[src/rtl/prio_intr_ctrl.sv]
`timescale 1ns/1ps
`default_nettype none
// ============================================================================
//  Module      : prio_intr_ctrl
//  Description : APB-programmable priority interrupt controller with per-source
//                mask, level/edge mode and round-robin tie breaking.
//  Revision    : 1.0 - initial release
// ============================================================================
module prio_intr_ctrl #(
    parameter int NUM_PERIPHERALS = 16,
    parameter int PRIO_WIDTH      = 4,
    parameter int DATA_WIDTH      = 32,
    parameter int IDX_WIDTH       = $clog2(NUM_PERIPHERALS),
    parameter int ADDR_WIDTH      = IDX_WIDTH + 2
) (
    input  logic                       pclk,
    input  logic                       prst,
    input  logic [ADDR_WIDTH-1:0]      paddr,
    input  logic                       pwrite,
    input  logic [DATA_WIDTH-1:0]      pwdata,
    input  logic                       penable,
    output logic [DATA_WIDTH-1:0]      prdata,
    output logic                       pready,
    output logic                       perror,
    input  logic [NUM_PERIPHERALS-1:0] intr_active,
    output logic                       intr_valid,
    output logic [IDX_WIDTH-1:0]       intr_to_service,
    input  logic                       intr_serviced
);

    localparam logic [2:0] c_sel_prio = 3'd0;
    localparam logic [2:0] c_sel_mask = 3'd1;
    localparam logic [2:0] c_sel_edge = 3'd2;
    localparam logic [2:0] c_sel_pend = 3'd3;
    localparam logic [2:0] c_sel_stat = 3'd4;
    localparam logic [2:0] c_sel_none = 3'd7;

    typedef enum logic {BIDLE, BACC} bus_state_t;
    typedef enum logic {ARB, SERV}   svc_state_t;

    function automatic logic [2:0] decode(input logic [ADDR_WIDTH-1:0] a);
        logic [1:0]  region;
        logic [31:0] off;
        region = a[ADDR_WIDTH-1:IDX_WIDTH];
        off    = 32'(a[IDX_WIDTH-1:0]);
        decode = c_sel_none;
        if (region == 2'd0) begin
            if (off < 32'(NUM_PERIPHERALS)) decode = c_sel_prio;
        end else if (region == 2'd1) begin
            case (off)
                32'd0:   decode = c_sel_mask;
                32'd1:   decode = c_sel_edge;
                32'd2:   decode = c_sel_pend;
                32'd3:   decode = c_sel_stat;
                default: decode = c_sel_none;
            endcase
        end
    endfunction

    bus_state_t                 bus_state_q, bus_state_d;
    logic                       pready_q, pready_d;
    logic                       perror_q, perror_d;
    logic [DATA_WIDTH-1:0]      prdata_q, prdata_d;
    logic [ADDR_WIDTH-1:0]      acc_addr_q, acc_addr_d;
    logic [DATA_WIDTH-1:0]      acc_wdata_q, acc_wdata_d;
    logic                       acc_write_q, acc_write_d;
    logic                       acc_err_q, acc_err_d;

    logic [PRIO_WIDTH-1:0]      prio_q [NUM_PERIPHERALS];
    logic [PRIO_WIDTH-1:0]      prio_d [NUM_PERIPHERALS];
    logic [NUM_PERIPHERALS-1:0] mask_q, mask_d;
    logic [NUM_PERIPHERALS-1:0] edge_q, edge_d;
    logic [NUM_PERIPHERALS-1:0] pending_q, pending_d;
    logic [NUM_PERIPHERALS-1:0] prev_q, prev_d;

    svc_state_t                 svc_state_q, svc_state_d;
    logic                       intr_valid_q, intr_valid_d;
    logic [IDX_WIDTH-1:0]       svc_idx_q, svc_idx_d;
    logic [IDX_WIDTH-1:0]       rr_ptr_q, rr_ptr_d;

    logic [2:0]                 w_live_sel;
    logic [2:0]                 w_acc_sel;
    logic                       w_live_err;
    logic [DATA_WIDTH-1:0]      w_rd_data;
    logic                       w_commit;
    logic [NUM_PERIPHERALS-1:0] w_w1c;
    logic [NUM_PERIPHERALS-1:0] w_svc_onehot;
    logic [NUM_PERIPHERALS-1:0] w_svc_clr;
    logic [NUM_PERIPHERALS-1:0] w_elig;
    logic                       w_found;
    logic [PRIO_WIDTH-1:0]      w_best;
    logic [IDX_WIDTH-1:0]       w_win;
    logic                       w_unused_wdata;

    assign w_live_sel     = decode(paddr);
    assign w_acc_sel      = decode(acc_addr_q);
    assign w_live_err     = (w_live_sel == c_sel_none) || ((w_live_sel == c_sel_stat) && pwrite);
    assign w_unused_wdata = ^acc_wdata_q;

    always_comb begin
        w_rd_data = '0;
        case (w_live_sel)
            c_sel_prio: w_rd_data = DATA_WIDTH'(prio_q[paddr[IDX_WIDTH-1:0]]);
            c_sel_mask: w_rd_data = DATA_WIDTH'(mask_q);
            c_sel_edge: w_rd_data = DATA_WIDTH'(edge_q);
            c_sel_pend: w_rd_data = DATA_WIDTH'(pending_q);
            c_sel_stat: w_rd_data = DATA_WIDTH'({intr_valid_q, svc_idx_q});
            default:    w_rd_data = '0;
        endcase
    end

    // The transfer is captured on entry to BACC so the master may release the
    // bus as soon as it sees pready; the write itself lands at the end of BACC.
    always_comb begin
        bus_state_d = bus_state_q;
        pready_d    = 1'b0;
        perror_d    = 1'b0;
        prdata_d    = '0;
        acc_addr_d  = acc_addr_q;
        acc_wdata_d = acc_wdata_q;
        acc_write_d = acc_write_q;
        acc_err_d   = acc_err_q;
        w_commit    = 1'b0;
        case (bus_state_q)
            BIDLE: begin
                if (penable) begin
                    bus_state_d = BACC;
                    pready_d    = 1'b1;
                    perror_d    = w_live_err;
                    prdata_d    = (!pwrite && !w_live_err) ? w_rd_data : '0;
                    acc_addr_d  = paddr;
                    acc_wdata_d = pwdata;
                    acc_write_d = pwrite;
                    acc_err_d   = w_live_err;
                end
            end
            BACC: begin
                bus_state_d = BIDLE;
                w_commit    = acc_write_q && !acc_err_q;
            end
            default: bus_state_d = BIDLE;
        endcase
    end

    always_comb begin
        prio_d = prio_q;
        mask_d = mask_q;
        edge_d = edge_q;
        w_w1c  = '0;
        if (w_commit) begin
            case (w_acc_sel)
                c_sel_prio: prio_d[acc_addr_q[IDX_WIDTH-1:0]] = acc_wdata_q[PRIO_WIDTH-1:0];
                c_sel_mask: mask_d = acc_wdata_q[NUM_PERIPHERALS-1:0];
                c_sel_edge: edge_d = acc_wdata_q[NUM_PERIPHERALS-1:0];
                c_sel_pend: w_w1c  = acc_wdata_q[NUM_PERIPHERALS-1:0];
                default: ;
            endcase
        end
    end

    assign w_svc_onehot = {{(NUM_PERIPHERALS-1){1'b0}}, 1'b1} << svc_idx_q;
    assign w_svc_clr    = ((svc_state_q == SERV) && intr_serviced) ? w_svc_onehot : '0;

    // Edge sources: a new rising edge in the same cycle beats any clear.
    always_comb begin
        prev_d    = intr_active;
        pending_d = '0;
        for (int i = 0; i < NUM_PERIPHERALS; i++) begin
            if (edge_q[i])
                pending_d[i] = (intr_active[i] & ~prev_q[i]) |
                               (pending_q[i] & ~w_svc_clr[i] & ~w_w1c[i]);
            else
                pending_d[i] = intr_active[i];
        end
    end

    assign w_elig = pending_q & mask_q & ~(intr_valid_q ? w_svc_onehot : '0);

    // Scan starts just after rr_ptr; a strictly greater priority is needed to
    // displace an earlier candidate, so ties resolve in cyclic order.
    always_comb begin
        logic [IDX_WIDTH:0] j;
        w_found = 1'b0;
        w_best  = '0;
        w_win   = '0;
        j       = '0;
        for (int k = 1; k <= NUM_PERIPHERALS; k++) begin
            j = {1'b0, rr_ptr_q} + (IDX_WIDTH+1)'(k);
            if (j >= (IDX_WIDTH+1)'(NUM_PERIPHERALS))
                j = j - (IDX_WIDTH+1)'(NUM_PERIPHERALS);
            if (w_elig[j[IDX_WIDTH-1:0]] &&
                (!w_found || (prio_q[j[IDX_WIDTH-1:0]] > w_best))) begin
                w_found = 1'b1;
                w_best  = prio_q[j[IDX_WIDTH-1:0]];
                w_win   = j[IDX_WIDTH-1:0];
            end
        end
    end

    always_comb begin
        svc_state_d  = svc_state_q;
        intr_valid_d = intr_valid_q;
        svc_idx_d    = svc_idx_q;
        rr_ptr_d     = rr_ptr_q;
        case (svc_state_q)
            ARB: begin
                if (w_found) begin
                    svc_idx_d    = w_win;
                    intr_valid_d = 1'b1;
                    svc_state_d  = SERV;
                end
            end
            SERV: begin
                if (intr_serviced) begin
                    intr_valid_d = 1'b0;
                    rr_ptr_d     = svc_idx_q;
                    svc_state_d  = ARB;
                end
            end
            default: svc_state_d = ARB;
        endcase
    end

    always_ff @(posedge pclk or posedge prst) begin
        if (prst) begin
            bus_state_q  <= BIDLE;
            pready_q     <= 1'b0;
            perror_q     <= 1'b0;
            prdata_q     <= '0;
            acc_addr_q   <= '0;
            acc_wdata_q  <= '0;
            acc_write_q  <= 1'b0;
            acc_err_q    <= 1'b0;
            for (int i = 0; i < NUM_PERIPHERALS; i++) prio_q[i] <= '0;
            mask_q       <= '1;
            edge_q       <= '0;
            pending_q    <= '0;
            prev_q       <= '0;
            svc_state_q  <= ARB;
            intr_valid_q <= 1'b0;
            svc_idx_q    <= '0;
            rr_ptr_q     <= IDX_WIDTH'(NUM_PERIPHERALS-1);
        end else begin
            bus_state_q  <= bus_state_d;
            pready_q     <= pready_d;
            perror_q     <= perror_d;
            prdata_q     <= prdata_d;
            acc_addr_q   <= acc_addr_d;
            acc_wdata_q  <= acc_wdata_d;
            acc_write_q  <= acc_write_d;
            acc_err_q    <= acc_err_d;
            prio_q       <= prio_d;
            mask_q       <= mask_d;
            edge_q       <= edge_d;
            pending_q    <= pending_d;
            prev_q       <= prev_d;
            svc_state_q  <= svc_state_d;
            intr_valid_q <= intr_valid_d;
            svc_idx_q    <= svc_idx_d;
            rr_ptr_q     <= rr_ptr_d;
        end
    end

    assign prdata          = prdata_q;
    assign pready          = pready_q;
    assign perror          = perror_q;
    assign intr_valid      = intr_valid_q;
    assign intr_to_service = svc_idx_q;

endmodule
`default_nettype wire
[config.mk]
export PLATFORM = sky130hd
export DESIGN_NAME = prio_intr_ctrl
export DESIGN_NICKNAME = d
export VERILOG_FILES = /design/src/rtl/prio_intr_ctrl.sv
export SDC_FILE = /design/constraint.sdc
export NUM_CORES = 1
export LEC_CHECK = 0
export BUFFER_PORTS_ARGS = -buffer_cell sky130_fd_sc_hd__buf_2
export CORE_ASPECT_RATIO = 0.7
export CORE_MARGIN = 4
export CORE_UTILIZATION = 40
export DETAILED_ROUTE_END_ITERATION = 16
export HOLD_SLACK_MARGIN = 0.06
export SLEW_MARGIN = 10
export SYNTH_ARGS = -nofsm -noshare
export SYNTH_HDL_FRONTEND = slang
export SYNTH_SLANG_ARGS = --single-unit
[constraint.sdc]
create_clock -name pclk -period 25.2 [get_ports pclk]
set_input_delay 5.04 -clock pclk [delete_from_list [all_inputs] [get_ports pclk]]
set_output_delay 5.04 -clock pclk [all_outputs]
set_load 0.01 [all_outputs]
==> results.py, run 1 <==
metrics = {
    "setup_path": {
        "crit_type": "reg -> reg",
        "cpPeakStageDelay_ns": 0.65,
        "critPathMaxFanout": 5,
        "critPathLaunchType": "flip-flop",
        "cp_common_cell": "nand2b_1",
        "critical_path_required_ns": 25.51,
        "cp.arrival_ns": 24.98,
        "endpoint_kind": "flip-flop",
        "slowest_stage": "dfstp_4",
    },
    "synthesis": {
        "synth_top_family_by_area": "multiplexers",
        "async_flop_share_pct": 100,
        "avgSynthCellArea_um2": 10.5,
        "synth_xor_xnor_area_share_pct": 0.545,
        "ys_types": 97,
        "synthFlopType": "dfrtp_1",
        "yosys-top-cells-area": "dfrtp_1 (25%), mux4_2 (15%), mux2_2 (10%)",
        "synth.most_common_cell": "nand2_1",
        "synthCells": 1507,
        "synth_warnings": 0,
        "synth_edf_count": 0,
        "synth-seq-cells": 180,
        "synth_top_area_share_pct": 25.3,
        "synth_compound_area_share_pct": 13.8,
        "ys_seq_area_share_pct": 28.6,
        "synth_top_area_cell": "dfrtp_1",
        "synthSimpleGateAreaFrac_pct": 13.1,
        "synth_fa_ha_area_share_pct": 5.29,
        "syn_area_um2": 15900,
        "synth_commonest_cells": "nand2_1 (197), dfrtp_1 (160), mux2_2 (143), mux2i_1 (110), mux4_2 (108)",
        "synthMuxAreaShare_pct": 33.9,
    },
    "clocking": {
        "cts_buffers": 17,
        "cts_num_sinks": 180,
        "ctsHoldBuffers": 0,
        "clkTransAtPathRegs_ns": 0.08,
        "cts_tree": "yes",
        "htreeDepth": 4,
        "insertion_delay_ns": 0.46,
        "cts_root_buf": "clkbuf_16",
        "clock_path_buffers": 2,
    },
    "global_route": {
        "grt.total_usage_pct": 25.1,
        "gr-total-overflow": 0,
        "grt_pass1_vias": 13412,
        "grt_util_met3_pct": 7.34,
        "gr-usage-met1_pct": 38.6,
        "grt_pass1_wl_um": 83000,
        "grt_antenna_before_repair": 0,
        "grt_max_degree": 106,
        "use_met2_pct": 35.6,
        "grt.busiest_layer": "met1",
    },
    "timing": {
        "finalSetupTns_ns": 0,
        "rsz0062_at_grt": "yes",
        "setup_viol": 0,
        "final_hold_viol_count": 0,
        "worstMarginPinSlew_ns": 1.02,
        "relSlewSlack_pct": 31.8,
        "final-max-slew-violation-count": 0,
        "period_needed_ns": 24.66,
        "timing.final.crit_share_pct": 97.9,
        "finClkSkew_ns": 0.0188,
        "max_freq_mhz": 40.5,
    },
    "worst_hold_path": {
        "hold_path.class": "reg -> reg",
    },
    "placed_design": {
        "place_congestion": 1.04,
        "portBuffers": 65,
        "dp.cells": 2256,
        "hpwl_um": 42500,
    },
    "finish": {
        "stdcell_count": 2345,
        "final_nets": 1931,
        "layout-drive-gt1-share_pct": 47.5,
        "antennaDiodeCount": 0,
        "area_growth_pct": 28.0,
    },
    "floorplan": {
        "core-area_um2": 38700,
        "start_util_pct": 40.9,
        "num_rows": 60,
        "io_pins": 98,
        "dieHeight_um": 175,
        "die_area_um2": 42900,
        "die_w_um": 246,
    },
    "run_status": {
        "status": "finished, final reports clean",
    },
    "power_and_ir_drop": {
        "power_density_nw_per_um2": 143,
        "leakagePower_nw": 9.08,
        "vdd_drop_max_mv": 0.0873,
    },
    "route": {
        "wl_um": 55800,
        "first_pass_iters": 7,
        "route.detailed.drc": 0,
        "drt_iter0_markers": 1437,
        "ant_nets": 0,
        "wire_per_inst_um": 23.8,
        "vias_per_cell": 6.04,
        "dr_total_vias": 14154,
    },
    "job": {
        "drv_cap": 0,
    },
}
## timing repair
item	in CTS	in global routing
pin swaps	10	86
endpoints found under the hold margin	0	0
endpoints found under the setup margin	4	4
buffers inserted	14	42
cloned	2	0
gates resized for setup	33	171
## layer usage
layer	part of all wire, %	wire, µm
met5	0	0
met1	45	25400
met4	1.3	732
met2	42	23700
met3	11	6050
## worst paths after layout
check / to / slack, ns / cells after the start / from
worst min-delay path: acc_write_q / 0.47 / 2 / acc_write_q
max in group asynchronous: intr_to_service[0] / 18.80 / 3 / prst
min in group asynchronous: acc_wdata_q[2] / 4.75 / 2 / prst
worst max register to register: intr_to_service[2] / 0.54 / 159 / rr_ptr_q[0]
worst min register to register: acc_write_q / 0.47 / 2 / acc_write_q
worst max-delay path: intr_to_service[2] / 0.54 / 159 / rr_ptr_q[0]
## cells by family (layout without fill, tap and decap cells)
logic type,after synthesis,after routing
AO/OA/AOI/OAI,291,292
XOR/XNOR,9,9
adder cells (fa/ha/maj),67,67
buffers and inverters,148,443
flip-flops,180,180
multiplexers,374,374
other,1,16
AND/OR/NAND/NOR,437,437
## cell usage in the layout (no fill, tap or decap), drive strengths merged, types with 5 or more instances in the layout
cell	count
buf	368
nand2	198
dfrtp	160
mux2	146
mux2i	120
mux4	108
nor2	95
a21oi	72
ha	67
inv	47
o21ai	42
nand3	26
nand2b	25
nor2b	25
a21o	24
nor3	23
dfstp	20
clkbuf	18
conb	16
a211oi	16
a31oi	14
a41o	13
o21a	11
a221oi	10
xnor2	9
a32o	7
a22oi	7
a41oi	7
o22a	6
and2	6
clkinv	6
o311ai	6
nand4	5
a221o	5
o211ai	5
and3	5
## power breakdown
part	internal (mW)	switching, mW	total, mW
logic	1.11	1.14	2.25
registers	0.323	0.0461	0.369
clock network	0.162	0.128	0.289
total	1.59	1.32	2.91
## flip-flops by register name, indices dropped and copies added (netlist names), 4 cells and up
name	count
prdata	16
acc_addr_q	6
intr_to_service	4
rr_ptr_q	4
pending_q	16
prev_q	16
prio_q	64
edge_q	16
mask_q	16
acc_wdata_q	16
## per-stage QoR
step	setup slack, ns	hold WS [ns]	instance area, µm²	utilization [%]	power (mW)
after floorplan	0.0767	0.437	15900	-	1.49
after global placement	-0.321	0.457	18200	47.1	2.13
after detailed placement	-0.827	0.459	18200	47.1	2.16
after CTS	0.0174	0.478	19200	49.6	2.53
after global routing	-0.662	0.493	20300	52.4	3.07
final	0.539	0.473	20300	52.4	2.91
## cell type report
cell class              instances  area [µm²]
clock buffers                  18         429
clock inverters                14         208
fillers                      3488       18400
inverters                      42         163
multi-input cells            1195       11500
flip-flops and latches        180        4530
well taps                     527         659
repair buffers                369        2760
## critical path: cells and delay by family, from the launching register on
family / cells / cell delay (ns)
buffers and inverters: 12 / 1.57
adders and majority gates: 16 / 4.16
muxes: 1 / 0.34
AOI/OAI and AO/OA: 77 / 11.20
and+or+nand+nor: 53 / 6.59
DFF: 1 / 0.65
Note: power is estimated with default switching activity, not from simulation.
==> inputs of run 2 (changes only) <==
- GPL_TIMING_DRIVEN: not set -> 0
==> run 2 against run 1 <==
The flow now finishes with violations (negative setup slack). First-iteration DRC count increased by 21%. Sequential power about the same. Routed wire length increased by 6.6%. Clock skew decreased by 0.0038 ns. Setup slack got worse by 0.87 ns. Count of clock-buffer cells in the layout increased by 1. Critical endpoint is now intr_to_service[0].
==> results.py, run 2 (synthesis results as in run 1) <==
metrics = {
    "setup_path": {
        "cp_top_family": "compound AO/OA/AOI/OAI gates",
        "critical_path_required_ns": 25.56,
        "cp.arrival_ns": 25.89,
        "rrSetupSlack_ns": -0.33,
        "endpoint_kind": "flip-flop",
        "slowest_stage": "dfstp_2",
        "cpPeakStageDelay_ns": 0.63,
        "rr_endpoint": "intr_to_service[0]",
        "r2r-start": "rr_ptr_q[0]",
        "critPathMaxFanout": 7,
        "cp_common_cell": "buf_4",
        "critPathBufInv": 43,
        "rr_worst_depth": 165,
        "crit_type": "reg -> reg",
        "critPathLaunchType": "flip-flop",
    },
    "run_status": {
        "status": "finished, violations left",
        "violations": "negative setup slack",
    },
    "timing": {
        "final_hold_viol_count": 0,
        "setup_viol": 4,
        "worstMarginPinSlew_ns": 1.05,
        "fin_ws_ns": -0.328,
        "finClkSkew_ns": 0.0150,
        "final-max-slew-violation-count": 0,
        "period_needed_ns": 25.53,
        "finalSetupTns_ns": -0.948,
        "timing.final.crit_share_pct": 101,
        "relSlewSlack_pct": 28.3,
        "timing.hold.ws_ns": 0.476,
        "rsz0062_at_grt": "yes",
        "max_freq_mhz": 39.2,
    },
    "global_route": {
        "grt.total_usage_pct": 26.9,
        "grt_antenna_before_repair": 0,
        "grt_pass1_wl_um": 87500,
        "gr-total-overflow": 0,
        "grt_max_degree": 117,
        "grt_pass1_vias": 13862,
    },
    "finish": {
        "stdcell_count": 2332,
        "antennaDiodeCount": 0,
        "largest_reg_flops": 64,
        "final_cell_mix": "buf_4 (203), nand2_1 (187), dfrtp_1 (156), mux2_2 (142), mux4_2 (108)",
        "layout-drive-gt1-share_pct": 45.7,
        "area_growth_pct": 27.9,
        "regMostFlops": "prio_q",
        "layout_commonest_cell": "buf_4",
        "final_nets": 1918,
    },
    "worst_hold_path": {
        "hold_path.class": "reg -> reg",
        "hold_path_depth": 2,
        "hold_path.startpoint": "acc_write_q",
        "holdPathEnd": "acc_write_q",
    },
    "route": {
        "vias_per_cell": 6.23,
        "first_pass_iters": 5,
        "route.detailed.drc": 0,
        "dr_total_vias": 14532,
        "wl_um": 59500,
        "drt_iter0_markers": 1734,
        "wire_per_inst_um": 25.5,
        "ant_nets": 0,
    },
    "placed_design": {
        "place_congestion": 0.997,
        "dp.cells": 2111,
        "hpwl_um": 44600,
        "portBuffers": 61,
    },
    "power_and_ir_drop": {
        "vdd_drop_max_mv": 0.109,
        "leakagePower_nw": 8.88,
        "p_total_mw": 2.91,
        "power_density_nw_per_um2": 144,
    },
    "clocking": {
        "clkTransAtPathRegs_ns": 0.08,
        "htreeDepth": 4,
        "cts_tree": "yes",
        "cts_buffers": 17,
        "insertion_delay_ns": 0.44,
        "cts_root_buf": "clkbuf_16",
        "cts_num_sinks": 180,
        "clock_path_buffers": 2,
    },
    "floorplan": {
        "num_rows": 60,
        "dieHeight_um": 175,
        "core-area_um2": 38700,
        "die_w_um": 246,
        "die_area_um2": 42900,
        "io_pins": 98,
        "start_util_pct": 40.9,
    },
    "job": {
        "drv_cap": 0,
    },
}
-- run 2: cell count changes in the layout (fill, tap and decap cells not counted), moves of 6 or more --
cell and change:
clkbuf_1 +39, buf_8 +7, ha_2 -7, buf_4 -76, nor2_4 +7, nor2_1 -6
ha_1 +9
-- run 2: where the power goes --
part           leakage (nW)  internal [mW]  switching (mW)  total, mW
logic                  6.29           1.06            1.21       2.27
clock network         0.294          0.150           0.126      0.276
registers              2.30          0.323          0.0435      0.366
-- run 2: worst min-delay path: stages (launching register included) --
cell and delay [ns]:
dfrtp_1 0.34, nand2_1 0.05, nand2_1 0.05
-- run 2: metal layers --
layer	vias up	routed length (µm)	global-route usage [%]
met3	82	7290	11.1
met4	0	1120	4.80
met2	782	24700	37.5
met5	-	0	0
li1	6262	-	-
met1	7406	26400	39.4
-- run 2: repair_timing --
item                                   4_1_cts  5_1_grt
setup endpoints to repair                    4        4
hold buffers                                 0        0
endpoints found under the hold margin        0        0
resized for setup                          136      176
setup buffers                              137       60
pin swaps                                   37       91
-- run 2: metrics by stage --
step / setup slack, ns / area (µm²) / utilization, %
2_1_floorplan: 0.0767 / 15900 / -
3_3_place_gp: -4.55 / 16900 / 43.6
3_5_place_dp: -4.96 / 16900 / 43.7
4_1_cts: 0.00900 / 19000 / 49.2
5_1_grt: -1.63 / 20300 / 52.4
6_report: -0.328 / 20300 / 52.4
-- run 2: worst max path at each step --
stage                             startpoint                 end  slack (ns)  cells past startpoint
after global placement           rr_ptr_q[1]  intr_to_service[2]       -4.55                    162
after detailed placement         rr_ptr_q[1]  intr_to_service[2]       -4.96                    162
after global routing      intr_to_service[2]  intr_to_service[2]       -1.63                    159
after CTS                        rr_ptr_q[0]  intr_to_service[0]       0.009                    171
final                            rr_ptr_q[0]  intr_to_service[0]       -0.33                    165
after floorplan                  rr_ptr_q[1]  intr_to_service[2]        0.08                    163
-- run 2: area by class of cell --
| class | count | area [µm²] |
|---|---|---|
| inverter | 42 | 213 |
| fill | 3487 | 18500 |
| clock inverter | 13 | 159 |
| tap | 527 | 659 |
| sequential | 180 | 4530 |
| buffer | 104 | 788 |
| multi-input combinational | 1194 | 11700 |
| timing repair buffer | 253 | 1830 |
| clock buffer | 19 | 433 |
